`src/rtl/ntt_pkg.sv`:
```
// Shared types and helpers for the NTT BRAM DMA engine.
package ntt_pkg;

  typedef enum logic [2:0] {
    IDLE,
    LOAD,
    KICK,
    WAIT,
    UNLOAD,
    DONE
  } state_e;

  // Reverses the low w bits of v; bits at and above w come back as zero.
  function automatic logic [31:0] bit_rev(input logic [31:0] v, input int unsigned w);
    logic [31:0] r;
    r = '0;
    for (int i = 0; i < 32; i++) begin
      if (i < int'(w)) r[i] = v[5'(w - 32'(i) - 1)];
    end
    return r;
  endfunction

endpackage

```
`src/rtl/ntt_bram_dma_if.sv`:
```
// Valid/ready stream bundle used for the coefficient input and the result output.
interface ntt_bram_dma_if #(
  parameter int unsigned DATA_W = 64
);
  logic [DATA_W-1:0] tdata;
  logic              tvalid;
  logic              tready;
  logic              tlast;

  modport master (output tdata, output tvalid, output tlast, input tready);
  modport slave  (input tdata, input tvalid, output tready);
endinterface

```
`src/rtl/ntt_skid_fifo.sv`:
```
// Small circular FIFO absorbing BRAM read data so the output can stall without losing beats.
module ntt_skid_fifo #(
  parameter int unsigned DATA_W = 64,
  parameter int unsigned DEPTH  = 3
) (
  input  logic                         clk,
  input  logic                         rstn,
  input  logic                         push_i,
  input  logic [DATA_W-1:0]            data_i,
  input  logic                         pop_i,
  output logic [DATA_W-1:0]            data_o,
  output logic                         valid_o,
  output logic [$clog2(DEPTH+1)-1:0]   count_o
);
  localparam int unsigned PW = (DEPTH > 1) ? $clog2(DEPTH) : 1;
  localparam int unsigned CW = $clog2(DEPTH + 1);

  logic [DATA_W-1:0] mem_q [DEPTH];
  logic [PW-1:0]     wr_ptr_q, rd_ptr_q;
  logic [CW-1:0]     count_q;

  function automatic logic [PW-1:0] ptr_inc(input logic [PW-1:0] p);
    return (p == PW'(DEPTH - 1)) ? '0 : p + PW'(1);
  endfunction

  assign valid_o = (count_q != '0);
  assign count_o = count_q;
  assign data_o  = valid_o ? mem_q[rd_ptr_q] : '0;

  always_ff @(posedge clk or negedge rstn) begin
    if (!rstn) begin
      for (int i = 0; i < int'(DEPTH); i++) mem_q[i] <= '0;
      wr_ptr_q <= '0;
      rd_ptr_q <= '0;
      count_q  <= '0;
    end else begin
      if (push_i) begin
        mem_q[wr_ptr_q] <= data_i;
        wr_ptr_q        <= ptr_inc(wr_ptr_q);
      end
      if (pop_i) rd_ptr_q <= ptr_inc(rd_ptr_q);
      count_q <= count_q + CW'(push_i) - CW'(pop_i);
    end
  end

endmodule

```
`src/rtl/ntt_bram_dma.sv`:
```
// Streams N coefficients into BRAM, kicks the NTT core, then streams the result back out
// (optionally in bit-reversed order) through a skid FIFO sized for the BRAM read latency.
module ntt_bram_dma
  import ntt_pkg::*;
#(
  parameter int unsigned DATA_W = 64,
  parameter int unsigned ADDR_W = 13,
  parameter int unsigned N      = 4096,
  parameter int unsigned RD_LAT = 2,
  parameter int unsigned BASE   = 0
) (
  input  logic                clk,
  input  logic                rstn,
  input  logic                start,
  input  logic                bitrev,
  output logic                busy,
  output logic                job_done,
  ntt_bram_dma_if.slave       s,
  ntt_bram_dma_if.master      m,
  output logic                ntt_start,
  input  logic                ntt_done,
  output logic                BRAM_clk,
  output logic                BRAM_en,
  output logic                BRAM_we,
  output logic                BRAM_rst,
  output logic [ADDR_W-1:0]   BRAM_addr,
  output logic [DATA_W-1:0]   BRAM_din,
  input  logic [DATA_W-1:0]   BRAM_dout
);
  localparam int unsigned AW    = $clog2(N);
  localparam int unsigned DEPTH = RD_LAT + 1;
  localparam int unsigned CW    = $clog2(DEPTH + 1);
  localparam logic [AW-1:0] LAST = AW'(N - 1);

  state_e            state_q;
  logic [AW-1:0]     cnt_q, out_cnt_q, rd_idx;
  logic              rd_all_q, bitrev_q, rst_hold_q;
  logic [RD_LAT-1:0] pipe_q, pipe_d;
  logic              wr_beat, issue, pop, push, fifo_valid;
  logic [CW-1:0]     fifo_cnt;
  logic [DATA_W-1:0] fifo_data;
  int unsigned       occ;

  always_comb begin
    wr_beat = (state_q == LOAD) && s.tvalid;
    pop     = fifo_valid && m.tready;
    push    = pipe_q[RD_LAT-1];
    // Slots already claimed: FIFO contents after this cycle's pop plus reads still in the pipe.
    occ = 32'(fifo_cnt);
    for (int i = 0; i < int'(RD_LAT); i++) occ = occ + 32'(pipe_q[i]);
    if (pop) occ = occ - 1;
    issue  = (state_q == UNLOAD) && !rd_all_q && (occ < DEPTH);
    pipe_d = pipe_q << 1;
    pipe_d[0] = issue;
    rd_idx = bitrev_q ? AW'(bit_rev(32'(cnt_q), AW)) : cnt_q;

    BRAM_en   = wr_beat || issue;
    BRAM_we   = wr_beat;
    BRAM_din  = wr_beat ? s.tdata : '0;
    BRAM_addr = ADDR_W'(BASE);
    if (wr_beat)    BRAM_addr = ADDR_W'(BASE) + ADDR_W'(cnt_q);
    else if (issue) BRAM_addr = ADDR_W'(BASE) + ADDR_W'(rd_idx);
  end

  assign BRAM_clk  = clk;
  assign BRAM_rst  = rst_hold_q;
  assign busy      = (state_q != IDLE);
  assign job_done  = (state_q == DONE);
  assign ntt_start = (state_q == KICK);
  assign s.tready  = (state_q == LOAD);
  assign m.tvalid  = fifo_valid;
  assign m.tdata   = fifo_data;
  assign m.tlast   = fifo_valid && (out_cnt_q == LAST);

  ntt_skid_fifo #(
    .DATA_W (DATA_W),
    .DEPTH  (DEPTH)
  ) u_fifo (
    .clk     (clk),
    .rstn    (rstn),
    .push_i  (push),
    .data_i  (BRAM_dout),
    .pop_i   (pop),
    .data_o  (fifo_data),
    .valid_o (fifo_valid),
    .count_o (fifo_cnt)
  );

  always_ff @(posedge clk or negedge rstn) begin
    if (!rstn) begin
      state_q    <= IDLE;
      cnt_q      <= '0;
      out_cnt_q  <= '0;
      rd_all_q   <= 1'b0;
      bitrev_q   <= 1'b0;
      pipe_q     <= '0;
      rst_hold_q <= 1'b1;
    end else begin
      rst_hold_q <= 1'b0;
      pipe_q     <= pipe_d;
      if (pop) out_cnt_q <= out_cnt_q + AW'(1);
      case (state_q)
        IDLE: if (start) begin
          state_q   <= LOAD;
          bitrev_q  <= bitrev;
          cnt_q     <= '0;
          out_cnt_q <= '0;
          rd_all_q  <= 1'b0;
        end
        LOAD: if (wr_beat) begin
          cnt_q <= cnt_q + AW'(1);
          if (cnt_q == LAST) state_q <= KICK;
        end
        KICK: state_q <= WAIT;
        WAIT: if (ntt_done) state_q <= UNLOAD;
        UNLOAD: begin
          if (issue) begin
            cnt_q <= cnt_q + AW'(1);
            if (cnt_q == LAST) rd_all_q <= 1'b1;
          end
          if (pop && (out_cnt_q == LAST)) state_q <= DONE;
        end
        DONE: state_q <= IDLE;
        default: state_q <= IDLE;
      endcase
    end
  end

endmodule

```
`src/flat_wrapper.sv`:
```
// flat-port wrapper written by rule: the top's interface ports become plain ports
module ntt_bram_dma_flat import ntt_pkg::*;
#(
  parameter int unsigned DATA_W = 64,
  parameter int unsigned ADDR_W = 13,
  parameter int unsigned N      = 4096,
  parameter int unsigned RD_LAT = 2,
  parameter int unsigned BASE   = 0
)
  (clk, rstn, start, bitrev, busy, job_done, ntt_start, ntt_done, BRAM_clk, BRAM_en, BRAM_we, BRAM_rst, BRAM_addr, BRAM_din, BRAM_dout, s_tdata, s_tvalid, s_tready, m_tdata, m_tvalid, m_tlast, m_tready);
  ntt_bram_dma_if #(.DATA_W(DATA_W)) s_i ();
  ntt_bram_dma_if #(.DATA_W(DATA_W)) m_i ();
  input  logic clk;
  input  logic rstn;
  input  logic start;
  input  logic bitrev;
  output logic busy;
  output logic job_done;
  output logic ntt_start;
  input  logic ntt_done;
  output logic BRAM_clk;
  output logic BRAM_en;
  output logic BRAM_we;
  output logic BRAM_rst;
  output logic [ADDR_W-1:0] BRAM_addr;
  output logic [DATA_W-1:0] BRAM_din;
  input  logic [DATA_W-1:0] BRAM_dout;
  input wire logic [$bits(s_i.tdata)-1:0] s_tdata;
  input wire logic [$bits(s_i.tvalid)-1:0] s_tvalid;
  output wire logic [$bits(s_i.tready)-1:0] s_tready;
  output wire logic [$bits(m_i.tdata)-1:0] m_tdata;
  output wire logic [$bits(m_i.tvalid)-1:0] m_tvalid;
  output wire logic [$bits(m_i.tlast)-1:0] m_tlast;
  input wire logic [$bits(m_i.tready)-1:0] m_tready;
  assign s_i.tdata = s_tdata;
  assign s_i.tvalid = s_tvalid;
  assign s_tready = s_i.tready;
  assign m_tdata = m_i.tdata;
  assign m_tvalid = m_i.tvalid;
  assign m_tlast = m_i.tlast;
  assign m_i.tready = m_tready;
  ntt_bram_dma #(.DATA_W(DATA_W), .ADDR_W(ADDR_W), .N(N), .RD_LAT(RD_LAT), .BASE(BASE)) u_core (.clk(clk), .rstn(rstn), .start(start), .bitrev(bitrev), .busy(busy), .job_done(job_done), .s(s_i), .m(m_i), .ntt_start(ntt_start), .ntt_done(ntt_done), .BRAM_clk(BRAM_clk), .BRAM_en(BRAM_en), .BRAM_we(BRAM_we), .BRAM_rst(BRAM_rst), .BRAM_addr(BRAM_addr), .BRAM_din(BRAM_din), .BRAM_dout(BRAM_dout));
endmodule
```
`config.mk`:
```
export PLATFORM = sky130hd
export DESIGN_NAME = ntt_bram_dma_flat
export DESIGN_NICKNAME = d
export VERILOG_FILES = /design/src/rtl/ntt_pkg.sv /design/src/rtl/ntt_bram_dma_if.sv /design/src/rtl/ntt_skid_fifo.sv /design/src/rtl/ntt_bram_dma.sv /design/src/flat_wrapper.sv
export SDC_FILE = /design/constraint.sdc
export NUM_CORES = 1
export LEC_CHECK = 0
export BUFFER_PORTS_ARGS = -buffer_cell sky130_fd_sc_hd__clkbuf_2
export CAP_MARGIN = 0
export CORE_AREA = 5 5 195 159
export DETAILED_ROUTE_END_ITERATION = 8
export DIE_AREA = 0 0 200 164
export PLACE_DENSITY = 0.65
export SETUP_SLACK_MARGIN = 0.1
export SLEW_MARGIN = 10
export SYNTH_ARGS = -nofsm -noshare
export SYNTH_HDL_FRONTEND = slang
export SYNTH_SLANG_ARGS = --single-unit
```
`constraint.sdc`:
```
create_clock -name clk -period 7.7 [get_ports clk]
set_clock_uncertainty 0.15 [all_clocks]
set_input_delay 1.54 -clock clk [delete_from_list [all_inputs] [get_ports clk]]
set_output_delay 1.54 -clock clk [all_outputs]
set_load 0.02 [all_outputs]
```
Word level (Yosys, flattened, before mapping)

Cells that the tools add are included.

Register bits after elaboration: 230
Bits in latches: 0
Bits in writable memories: 0
ROM bits: 0
Input port bits: 135
Memories: 0

$add $sub $neg: 9
Multipliers: 0
Div/mod/pow operators: 0
$lt $le $gt $ge: 4
Eq/ne operators: 16
Shift-type cells: 0
Muxes and demuxes: 31
Bitwise gates (word level): 2
Reductions and logical operators: 18

Operator list:

| kind                                                                  | number |
|---|---|
| 64-bit two-way mux                                                    | 5 |
| 192-bit bitwise mux                                                   | 1 |
| 64-bit binary-select mux with 2-bit select                            | 1 |
| 64-bit demux with 2-bit select                                        | 1 |
| 12-bit two-way mux                                                    | 9 |
| 12-bit one-hot mux with 3 select lines                                | 1 |
| 32-bit by 1-bit adder with 32-bit output                              | 1 |
| 32-bit by 2-bit < comparator with 1-bit output, second input constant | 1 |
| 32-bit two-way mux                                                    | 1 |
| 32-bit by 1-bit subtractor with 32-bit output, second input constant  | 1 |
| 12-bit by 1-bit adder with 12-bit output, second input constant       | 2 |
| 12-bit == test, second input constant                                 | 2 |
| 3-bit two-way mux                                                     | 5 |
| 3-bit one-hot mux with 5 select lines                                 | 1 |
| 2-bit inequality test, second input constant                          | 5 |
| 4-bit AND reduction                                                   | 2 |
| 1-bit logical AND                                                     | 7 |
| 3-bit by 2-bit == test with 1-bit output, second input constant       | 2 |
| 3-bit == test, second input constant                                  | 2 |
| 3-bit >= comparator, second input constant                            | 2 |
| 2-bit inverter with 3-bit output                                      | 2 |
| 3-bit nonzero test                                                    | 2 |
| 5-bit AND reduction                                                   | 1 |
| 2-bit by 1-bit adder with 2-bit output, second input constant         | 2 |
| other kinds (15)                                                      | 21 |

Longest topological paths before layout

Gate-level depths: netlist of run 1.

Depth after elaboration: 8
Mapped depth: 14

Cells and area by module

A second synthesis of run 1 with hierarchy kept.

Cell total of the unflattened synthesis: 1019
Area total of the unflattened synthesis: 11930.2 µm²

Modules (own cells, without submodules):

| module        | times used | cells each | area an instance (µm²) |
|---|---|---|---|
| ntt_skid_fifo | 1          | 721        | 9507.9 |
| ntt_bram_dma  | 1          | 298        | 2422.3 |

==> results.py, run 1 <==
metrics = {
    "logic_synthesis": {
        "synth_area_leader_cell": "dfrtp_1",
        "synth-edff-count": 0,
        "yosysMostFrequentCell": "dfrtp_1",
        "netlist_area_sq_mm": 0.01133,
        "synth_area_leaders": "dfrtp_1 (51%), mux2_2 (19%), mux2i_1 (5.7%)",
        "ys_top_cells_by_count": "dfrtp_1 (229), mux2_2 (193), nor2_1 (147)",
        "synth_top_family_by_area": "multiplexers",
        "synth_cell_types": 49,
        "async_flop_share_pct": 100.0,
        "muxShareOfSynthArea_pct": 24.84,
        "synthSimpleGateAreaFrac_pct": 12.25,
        "yosysTopAreaCellShare_pct": 50.58,
        "syn_avg_cell_area_sq_um": 11.17,
        "synth_ff_type": "dfrtp_1",
        "synth-compound-area-share_pct": 6.847,
        "syn-instance-count": 1014,
        "yosys_warnings": 0,
        "synth-seq-area-share_pct": 50.81,
        "ys_ff_latch": 230,
        "synth_xor_area_share_pct": 0.9277,
        "synth_adder_area_share_pct": 1.104,
    },
    "global_route": {
        "grt_antenna_before_repair": 3,
        "grt_pass1_vias": 8565,
        "grt_pass1_wl_microns": 46290,
        "globalRouteOverflowTotal": 0,
        "grt_max_degree": 125,
        "grtUsageTotal_pct": 17.10,
    },
    "clock_network": {
        "h-tree-depth": 1,
        "clock-root-buffer": "clkbuf_16",
        "cts_resized": 0,
        "cts_tree": "done",
        "cts_max_path_buffers": 3,
        "cts.clk_slew.worst_paths_ns": 0.06,
        "post_cts_buffers": 0,
        "cts_buffers": 24,
        "postCtsHoldBufs": 0,
        "clkLatencyLatePin_ns": 0.51,
    },
    "cells_and_area": {
        "fin_nets": 1403,
        "drive_gt1_share_pct": 42.48,
        "n_fill_cell": 2682,
        "fin_area_sq_mm": 0.01389,
        "syn_to_final_growth_pct": 22.57,
    },
    "power": {
        "p_int_uw": 2438,
        "power_frac_clock_pct": 31.9,
        "switching_share_pct": 35.86,
        "vdd_drop_max_mv": 0.2023,
        "p_per_area_mw_per_mm2": 273.8,
        "combPwrFrac_pct": 31.8,
        "seq_power_share_pct": 36.3,
        "p_switching_uw": 1363,
        "leakage_uw": 0.006972,
    },
    "route": {
        "via_per_inst": 5.152,
        "finalWirelength_microns": 29030,
        "drt_pass1_iterations": 4,
        "drcViolationCount": 0,
        "met3_length_microns": 1551,
        "route.met2.wl_microns": 13590,
        "drtIter0Drc": 488,
        "m1WireLength_microns": 13390,
        "highest_layer": "met5",
        "via_count": 8527,
        "drtAntennaViolNets": 0,
        "wl_per_cell_microns": 17.54,
    },
    "sta": {
        "tightest_slew_ns": 1.059,
        "max_slew_margin_pct": 29.24,
        "setup_viol": 0,
        "final-max-slew-violation-count": 0,
        "rsz0062_at_grt": "no",
        "fin_tns_setup_ns": 0,
        "hold_violations": 0,
    },
    "setup_path": {
        "worstPathRequired_ns": 6.01,
        "worst_ep_arrival_time_ns": 4.52,
        "crit_type": "clock port to output pin",
        "crit_fanout": 11,
        "cp-start-kind": "clock port",
        "end_kind": "output pin",
    },
    "place": {
        "port_buffers": 284,
        "hpwlAfterDp_microns": 19260,
        "dpl_cell_area_sq_mm": 0.01306,
        "routabilityCongestion": 0.7638,
    },
    "die": {
        "io_pins": 286,
        "die_h_microns": 164,
        "die_w_microns": 200,
        "core_sq_mm": 0.02887,
        "start_util_pct": 39.25,
        "rows": 56,
        "die_area_sq_mm": 0.03280,
    },
    "hold_path": {
        "hp-class": "register to register",
    },
    "job": {
        "maxCapViolCount": 0,
    },
    "status": {
        "outcome": "completed",
    },
}
==> placed cells by master (no fill, tap or decap), types with 7 or more instances in the layout <==
master / synthesis / layout
a21oi_1: 79 / 79
a22o_1: 13 / 13
and3_1: 67 / 67
buf_4: 2 / 9
clkbuf_16: 0 / 25
clkbuf_2: 0 / 283
dfrtp_1: 229 / 227
ha_1: 10 / 10
inv_1: 13 / 13
mux2_2: 193 / 193
mux2i_1: 64 / 64
nand2_1: 25 / 25
nand3_1: 8 / 7
nand4_1: 8 / 8
nor2_1: 147 / 146
o21ai_0: 9 / 9
o31ai_1: 7 / 7
or4_1: 7 / 7
xor2_1: 7 / 7
==> worst paths after layout <==
path	startpoint	endpoint	slack, ns	cells past startpoint
setup / recovery	clk	BRAM_clk	1.49	4
hold / removal	u_core.pipe_q[0]$_DFF_PN0_	u_core.pipe_q[1]$_DFF_PN0_	0.23	0
setup reg to reg	u_core.u_fifo.count_o[0]$_DFF_PN0_	u_core.cnt_q[11]$_DFFE_PN0P_	3.99	10
hold reg to reg	u_core.pipe_q[0]$_DFF_PN0_	u_core.pipe_q[1]$_DFF_PN0_	0.23	0
max in group asynchronous	rstn	u_core.u_fifo.mem_q[17]$_DFFE_PN0P_	5.31	2
min in group asynchronous	rstn	u_core.u_fifo.mem_q[166]$_DFFE_PN0P_	0.89	1
==> per-stage QoR <==
step	hold WS [ns]	total power [uW]	setup WS (ns)	std cells	util, %
3_5_place_dp	0.2183	2635	2.030	1609	45.24
2_1_floorplan	0.2074	2211	2.026	1015	-
6_report	0.2341	3802	1.493	1655	48.11
4_1_cts	0.2382	3868	1.466	1653	48.09
3_3_place_gp	0.2231	2624	2.030	1609	45.24
5_1_grt	0.2519	4026	1.434	1653	48.09
==> layer usage <==
layer	global-route usage, %	vias to the layer above
met5	0	-
met4	3.549	6
met3	3.958	38
met2	26.62	161
met1	24.57	4242
li1	-	4080
==> worst max-delay path, stage by stage <==
cell       delay, ns
clkbuf_16       0.13
clkbuf_16       0.20
clkbuf_16       0.18
clkbuf_2        0.15
==> state kept, by name, indices dropped and copies added, names as in the netlist <==
register                cells
u_core.BRAM_rst             1
u_core.bitrev_q             1
u_core.cnt_q               12
u_core.out_cnt_q           12
u_core.pipe_q               2
u_core.rd_all_q             1
u_core.state_q              3
u_core.u_fifo.count_o       2
u_core.u_fifo.mem_q       192
u_core.u_fifo.rd_ptr_q      2
u_core.u_fifo.wr_ptr_q      2
==> logic make-up (layout without fill, tap and decap cells) <==
family / Yosys count / in the layout
flip-flops: 230 / 230
adder cells (fa/ha/maj): 10 / 10
AND/OR/NAND/NOR: 289 / 289
XOR/XNOR: 12 / 12
multiplexers: 257 / 257
buffers and inverters: 91 / 352
AO/OA/AOI/OAI: 124 / 124
other: 1 / 4
==> power groups by stage <==
stage	Clock (uW)	Sequential [uW]	Combinational, uW
3_3_place_gp	12.1	1400	1210
4_1_cts	1260	1380	1230
6_report	1210	1380	1210
2_1_floorplan	15.2	1350	843
3_5_place_dp	12.1	1400	1220
5_1_grt	1310	1390	1330
==> layout make-up <==
type	count	area [sq um]	share of cell area, %
tap	377	471.7	3.397
timing repair buffer	293	1514	10.90
inverter	14	52.55	0.3784
clock inverter	11	137.6	0.9911
antenna	2	5.005	0.03604
sequential	230	5762	41.49
clock buffer	34	690.7	4.973
multi-input combinational	694	5254	37.83
No activity file was read; power rests on OpenSTA's default activity.
==> run 2, diff against run 1 <==
Clock period 7.7 ns to 6.4 ns, I/O delays scaled along.
==> results.py, run 2 (same netlist as run 1, synthesis figures left out) <==
metrics = {
    "status": {
        "outcome": "completed",
    },
    "route": {
        "finalWirelength_microns": 29510,
        "wl_per_cell_microns": 17.85,
        "via_count": 8505,
        "drtIter0Drc": 457,
        "drcViolationCount": 0,
        "drtAntennaViolNets": 0,
        "drt_pass1_iterations": 5,
        "via_per_inst": 5.145,
    },
    "setup_path": {
        "worstPathRequired_ns": 4.97,
        "end_kind": "output pin",
        "reg2reg_from": "u_core.u_fifo.count_o[0]$_DFF_PN0_",
        "cp_cell_sequence": "ha_1 -> ha_1 -> xnor2_1 -> ha_1 -> and4bb_1 -> a2111oi_4 -> or2_2 -> o211ai_1 -> o21ai_1 -> a22o_1 -> clkbuf_2",
        "reg2reg_to": "u_core.cnt_q[11]$_DFFE_PN0P_",
        "slowest_delay_ns": 0.70,
        "crit_type": "register to output pin",
        "reg2reg_slack_ns": 2.59,
        "reg2regPathDepth": 10,
        "worst_ep_arrival_time_ns": 4.32,
        "cp-start-kind": "register",
        "crit_fanout": 12,
        "cp_slowest_cell": "o21ai_1",
        "crit_top_cell": "ha_1",
    },
    "cells_and_area": {
        "layout_common_cells": "clkbuf_2 (283), dfrtp_1 (227), mux2_2 (193)",
        "regMostFlops": "u_core.u_fifo.mem_q",
        "fin_nets": 1403,
        "mostFrequentLayoutCell": "clkbuf_2",
        "diodes": 0,
        "biggestRegsByFlops": "u_core.u_fifo.mem_q x192, u_core.cnt_q x12, u_core.out_cnt_q x12",
        "largest_register_ffs": 192,
        "final_core_util_pct": 48.09,
        "drive_gt1_share_pct": 42.48,
        "n_fill_cell": 2703,
        "syn_to_final_growth_pct": 22.53,
    },
    "power": {
        "leakage_uw": 0.006970,
        "p_per_area_mw_per_mm2": 330.0,
        "vdd_drop_max_mv": 0.2405,
        "power_uw": 4581,
    },
    "sta": {
        "fin_ws_ns": 0.6468,
        "max_freq_ghz": 0.1738,
        "hold_slack_ns": 0.2427,
        "setup_viol": 0,
        "tightest_slew_ns": 0.9664,
        "hold_violations": 0,
        "final-max-slew-violation-count": 0,
        "rsz0062_at_grt": "no",
        "max_slew_margin_pct": 35.57,
        "fin_tns_setup_ns": 0,
        "fin_crit_sh_pct": 89.89,
        "min_period_ns": 5.753,
    },
    "global_route": {
        "grt_pass1_vias": 8518,
        "globalRouteOverflowTotal": 0,
        "grtUsageTotal_pct": 17.51,
        "grt_pass1_wl_microns": 46900,
        "grt_antenna_before_repair": 0,
        "grt_max_degree": 124,
    },
    "hold_path": {
        "whs_endpoint": "u_core.pipe_q[1]$_DFF_PN0_",
        "hold_depth": 0,
        "min_from": "u_core.pipe_q[0]$_DFF_PN0_",
        "hp-class": "register to register",
    },
    "clock_network": {
        "clock-root-buffer": "clkbuf_16",
        "cts_buffers": 24,
        "cts.clk_slew.worst_paths_ns": 0.06,
        "post_cts_buffers": 0,
        "clkLatencyLatePin_ns": 0.52,
        "postCtsHoldBufs": 0,
        "cts_tree": "done",
        "h-tree-depth": 1,
        "cts_resized": 0,
        "cts_max_path_buffers": 3,
    },
    "die": {
        "rows": 56,
        "die_w_microns": 200,
        "die_area_sq_mm": 0.03280,
        "io_pins": 286,
        "die_h_microns": 164,
        "start_util_pct": 39.25,
        "core_sq_mm": 0.02887,
    },
    "place": {
        "routabilityCongestion": 0.7675,
        "place_ws_ns": 1.230,
        "port_buffers": 284,
        "hpwlAfterDp_microns": 19140,
    },
    "job": {
        "maxCapViolCount": 0,
    },
}
-- run 2: final cells by class --
cell class	count	area (sq um)	share of cell area (%)
clock buffers	34	679.4	4.894
clock inverters	11	148.9	1.073
inverters	14	52.55	0.3785
multi-input cells	694	5254	37.85
flip-flops and latches	230	5762	41.51
well taps	377	471.7	3.398
repair buffers	293	1514	10.91
-- run 2: worst max-delay path, delay by kind of cell, from the launching register on --
kind / cells / cell delay [ns]
DFF: 1 / 0.46
and+or+nand+nor: 2 / 0.44
adders and majority gates: 3 / 0.89
AOI/OAI and AO/OA: 4 / 1.52
xor gates and xnor gates: 1 / 0.33
buffers and inverters: 1 / 0.17
-- run 2: per-stage QoR --
step	area, sq um	std cells
6_report	13880	1653
5_1_grt	13880	1653
4_1_cts	13880	1653
3_5_place_dp	13060	1609
3_3_place_gp	13060	1609
2_1_floorplan	11330	1015
-- run 2: per-layer routing --
| layer | share of wire [%] | up-vias | GRT usage (%) | routed length, microns |
|---|---|---|---|---|
| met5 | 0 | - | 0 | 0 |
| met4 | 1.4 | 0 | 2.994 | 417 |
| met3 | 4.4 | 27 | 3.384 | 1299 |
| met2 | 46 | 154 | 26.47 | 13430 |
| met1 | 49 | 4273 | 26.53 | 14360 |
| li1 | - | 4051 | - | - |
-- run 2: how the worst max path moves through the flow --
stage / start / endpoint / slack [ns]
finish: u_core.u_fifo.count_o[0]$_DFF_PN0_ / BRAM_addr[11] / 0.65
global route: u_core.u_fifo.count_o[0]$_DFF_PN0_ / BRAM_addr[1] / 0.30
CTS: u_core.u_fifo.count_o[0]$_DFF_PN0_ / BRAM_addr[6] / 0.66
detailed placement: u_core.u_fifo.count_o[0]$_DFF_PN0_ / BRAM_addr[6] / 1.23
global placement: u_core.u_fifo.count_o[0]$_DFF_PN0_ / BRAM_addr[1] / 1.50
floorplan: clk / BRAM_clk / 1.64
-- run 2: report_power, final --
group / switching [uW] / internal (uW)
Sequential: 135 / 1540
Clock: 596 / 866
Combinational: 926 / 513
==> run 3, diff against run 2 <==
==> constraint.sdc (replaced) <==
create_clock -name clk -period 6.4 [get_ports clk]
set_clock_uncertainty 0.15 [all_clocks]
set_input_delay 0.96 -clock clk [delete_from_list [all_inputs] [get_ports clk]]
set_output_delay 0.96 -clock clk [all_outputs]
set_load 0.02 [all_outputs]
==> results.py, run 3 (same netlist as run 1, synthesis figures left out) <==
metrics = {
    "global_route": {
        "grt_max_degree": 123,
        "grt_antenna_before_repair": 1,
        "grtUsageTotal_pct": 17.07,
        "globalRouteOverflowTotal": 0,
        "grt_pass1_vias": 8435,
        "grt_pass1_wl_microns": 45760,
    },
    "route": {
        "drt_pass1_iterations": 4,
        "drtIter0Drc": 432,
        "drcViolationCount": 0,
        "drtAntennaViolNets": 0,
        "finalWirelength_microns": 29080,
        "via_count": 8557,
        "via_per_inst": 5.174,
        "wl_per_cell_microns": 17.58,
    },
    "cells_and_area": {
        "fin_area_sq_mm": 0.01392,
        "syn_to_final_growth_pct": 22.90,
        "biggestRegsByFlops": "u_core.u_fifo.mem_q x192, u_core.cnt_q x12, u_core.out_cnt_q x12",
        "fin_nets": 1404,
        "regMostFlops": "u_core.u_fifo.mem_q",
        "mostFrequentLayoutCell": "clkbuf_2",
        "layout_common_cells": "clkbuf_2 (283), dfrtp_1 (227), mux2_2 (193)",
        "diodes": 0,
        "drive_gt1_share_pct": 42.36,
        "largest_register_ffs": 192,
        "n_fill_cell": 2681,
    },
    "hold_path": {
        "hp-class": "register to register",
        "hold_depth": 0,
        "whs_endpoint": "u_core.pipe_q[1]$_DFF_PN0_",
        "min_from": "u_core.pipe_q[0]$_DFF_PN0_",
    },
    "clock_network": {
        "cts_max_path_buffers": 3,
        "post_cts_buffers": 0,
        "postCtsHoldBufs": 0,
        "cts_tree": "done",
        "h-tree-depth": 1,
        "clock-root-buffer": "clkbuf_16",
        "cts_resized": 0,
        "clkLatencyLatePin_ns": 0.51,
        "cts.clk_slew.worst_paths_ns": 0.06,
        "cts_buffers": 25,
    },
    "place": {
        "hpwlAfterDp_microns": 19200,
        "dpl_cell_area_sq_mm": 0.01306,
        "routabilityCongestion": 0.7458,
        "port_buffers": 284,
    },
    "die": {
        "core_sq_mm": 0.02887,
        "io_pins": 286,
        "rows": 56,
        "die_w_microns": 200,
        "die_area_sq_mm": 0.03280,
        "die_h_microns": 164,
        "start_util_pct": 39.25,
    },
    "setup_path": {
        "reg2reg_from": "u_core.u_fifo.count_o[0]$_DFF_PN0_",
        "end_kind": "output pin",
        "crit_fanout": 12,
        "cp-start-kind": "register",
        "reg2regPathDepth": 10,
        "crit_top_cell": "ha_1",
        "crit_type": "register to output pin",
        "worst_ep_arrival_time_ns": 4.19,
        "reg2reg_slack_ns": 2.72,
        "cp_cell_sequence": "ha_1 -> ha_1 -> xnor2_1 -> ha_1 -> and4bb_1 -> a2111oi_4 -> or2_2 -> o211ai_1 -> o21ai_1 -> a22o_1 -> clkbuf_2",
        "worstPathRequired_ns": 5.29,
        "reg2reg_to": "u_core.cnt_q[11]$_DFFE_PN0P_",
        "cp_slowest_cell": "o21ai_1",
        "slowest_delay_ns": 0.72,
    },
    "power": {
        "vdd_drop_max_mv": 0.1845,
        "leakage_uw": 0.006996,
        "p_per_area_mw_per_mm2": 333.5,
    },
    "sta": {
        "tightest_slew_ns": 1.184,
        "max_freq_ghz": 0.1887,
        "fin_tns_setup_ns": 0,
        "fin_crit_sh_pct": 82.82,
        "final-max-slew-violation-count": 0,
        "hold_violations": 0,
        "min_period_ns": 5.300,
        "setup_viol": 0,
        "rsz0062_at_grt": "no",
        "max_slew_margin_pct": 20.92,
    },
    "job": {
        "maxCapViolCount": 0,
    },
    "status": {
        "outcome": "completed",
    },
}
run 3: cell types whose count changed in the layout (fill, tap and decap cells not counted):
cell,change
bufinv_16,+2
clkbuf_1,+1
clkbuf_16,+1
clkbuf_8,-2
clkinv_1,+1
clkinv_4,+1
clkinv_8,-1
clkinvlp_4,-2
run 3: worst max-delay path by stage:
stage / cells past startpoint / endpoint / startpoint / slack [ns]
final: 11 / BRAM_addr[0] / u_core.u_fifo.count_o[0]$_DFF_PN0_ / 1.10
after global routing: 11 / BRAM_addr[4] / u_core.u_fifo.count_o[0]$_DFF_PN0_ / 0.79
after CTS: 11 / BRAM_addr[0] / u_core.u_fifo.count_o[0]$_DFF_PN0_ / 1.08
after detailed placement: 11 / BRAM_addr[0] / u_core.u_fifo.count_o[0]$_DFF_PN0_ / 1.64
after global placement: 11 / BRAM_addr[4] / u_core.u_fifo.count_o[0]$_DFF_PN0_ / 1.81
after floorplan: 1 / BRAM_clk / clk / 1.96
run 3: final cells by class:
class / count / area (sq um) / share of cell area, %
clock buffer: 34 / 680.7 / 4.888
clock inverter: 12 / 190.2 / 1.366
inverter: 14 / 52.55 / 0.3774
multi-input combinational: 694 / 5254 / 37.73
sequential: 230 / 5762 / 41.38
tap: 377 / 471.7 / 3.388
timing repair buffer: 293 / 1514 / 10.87
run 3: worst max-delay path, delay by kind of cell (launching register included):
kind | cells | cell delay [ns]
flip-flops | 1 | 0.46
adder cells (fa/ha/maj) | 3 | 0.87
AND/OR/NAND/NOR | 2 | 0.43
XOR/XNOR | 1 | 0.27
AO/OA/AOI/OAI | 4 | 1.48
buffers and inverters | 1 | 0.17
run 3: routing by layer:
metal  track usage [%]  share of wire (%)  vias to the layer above
li1                  -                  -                     4062
met1             25.54                 48                     4292
met2             26.24                 46                      169
met3             3.138                4.7                       32
met4             3.086                1.6                        2
met5                 0              0.045                        -
run 3: where the power goes:
group          internal (uW)  leakage, uW  switching [uW]
Sequential              1540      0.00288             136
Combinational            512      0.00369             921
Clock                    947     0.000426             584
Total                   3000      0.00700            1640
run 3: through the flow:
stage               util (%)  hold slack (ns)  setup slack [ns]  power, uW  cells
floorplan                  -           0.2074             1.956       2660   1015
global placement       45.24           0.2231             1.811       3161   1609
detailed placement     45.24           0.2349             1.641       3177   1609
CTS                    48.24           0.2677             1.075       4720   1654
global route           48.24           0.2815            0.7931       4921   1654
finish                 48.24           0.2548             1.100       4645   1654
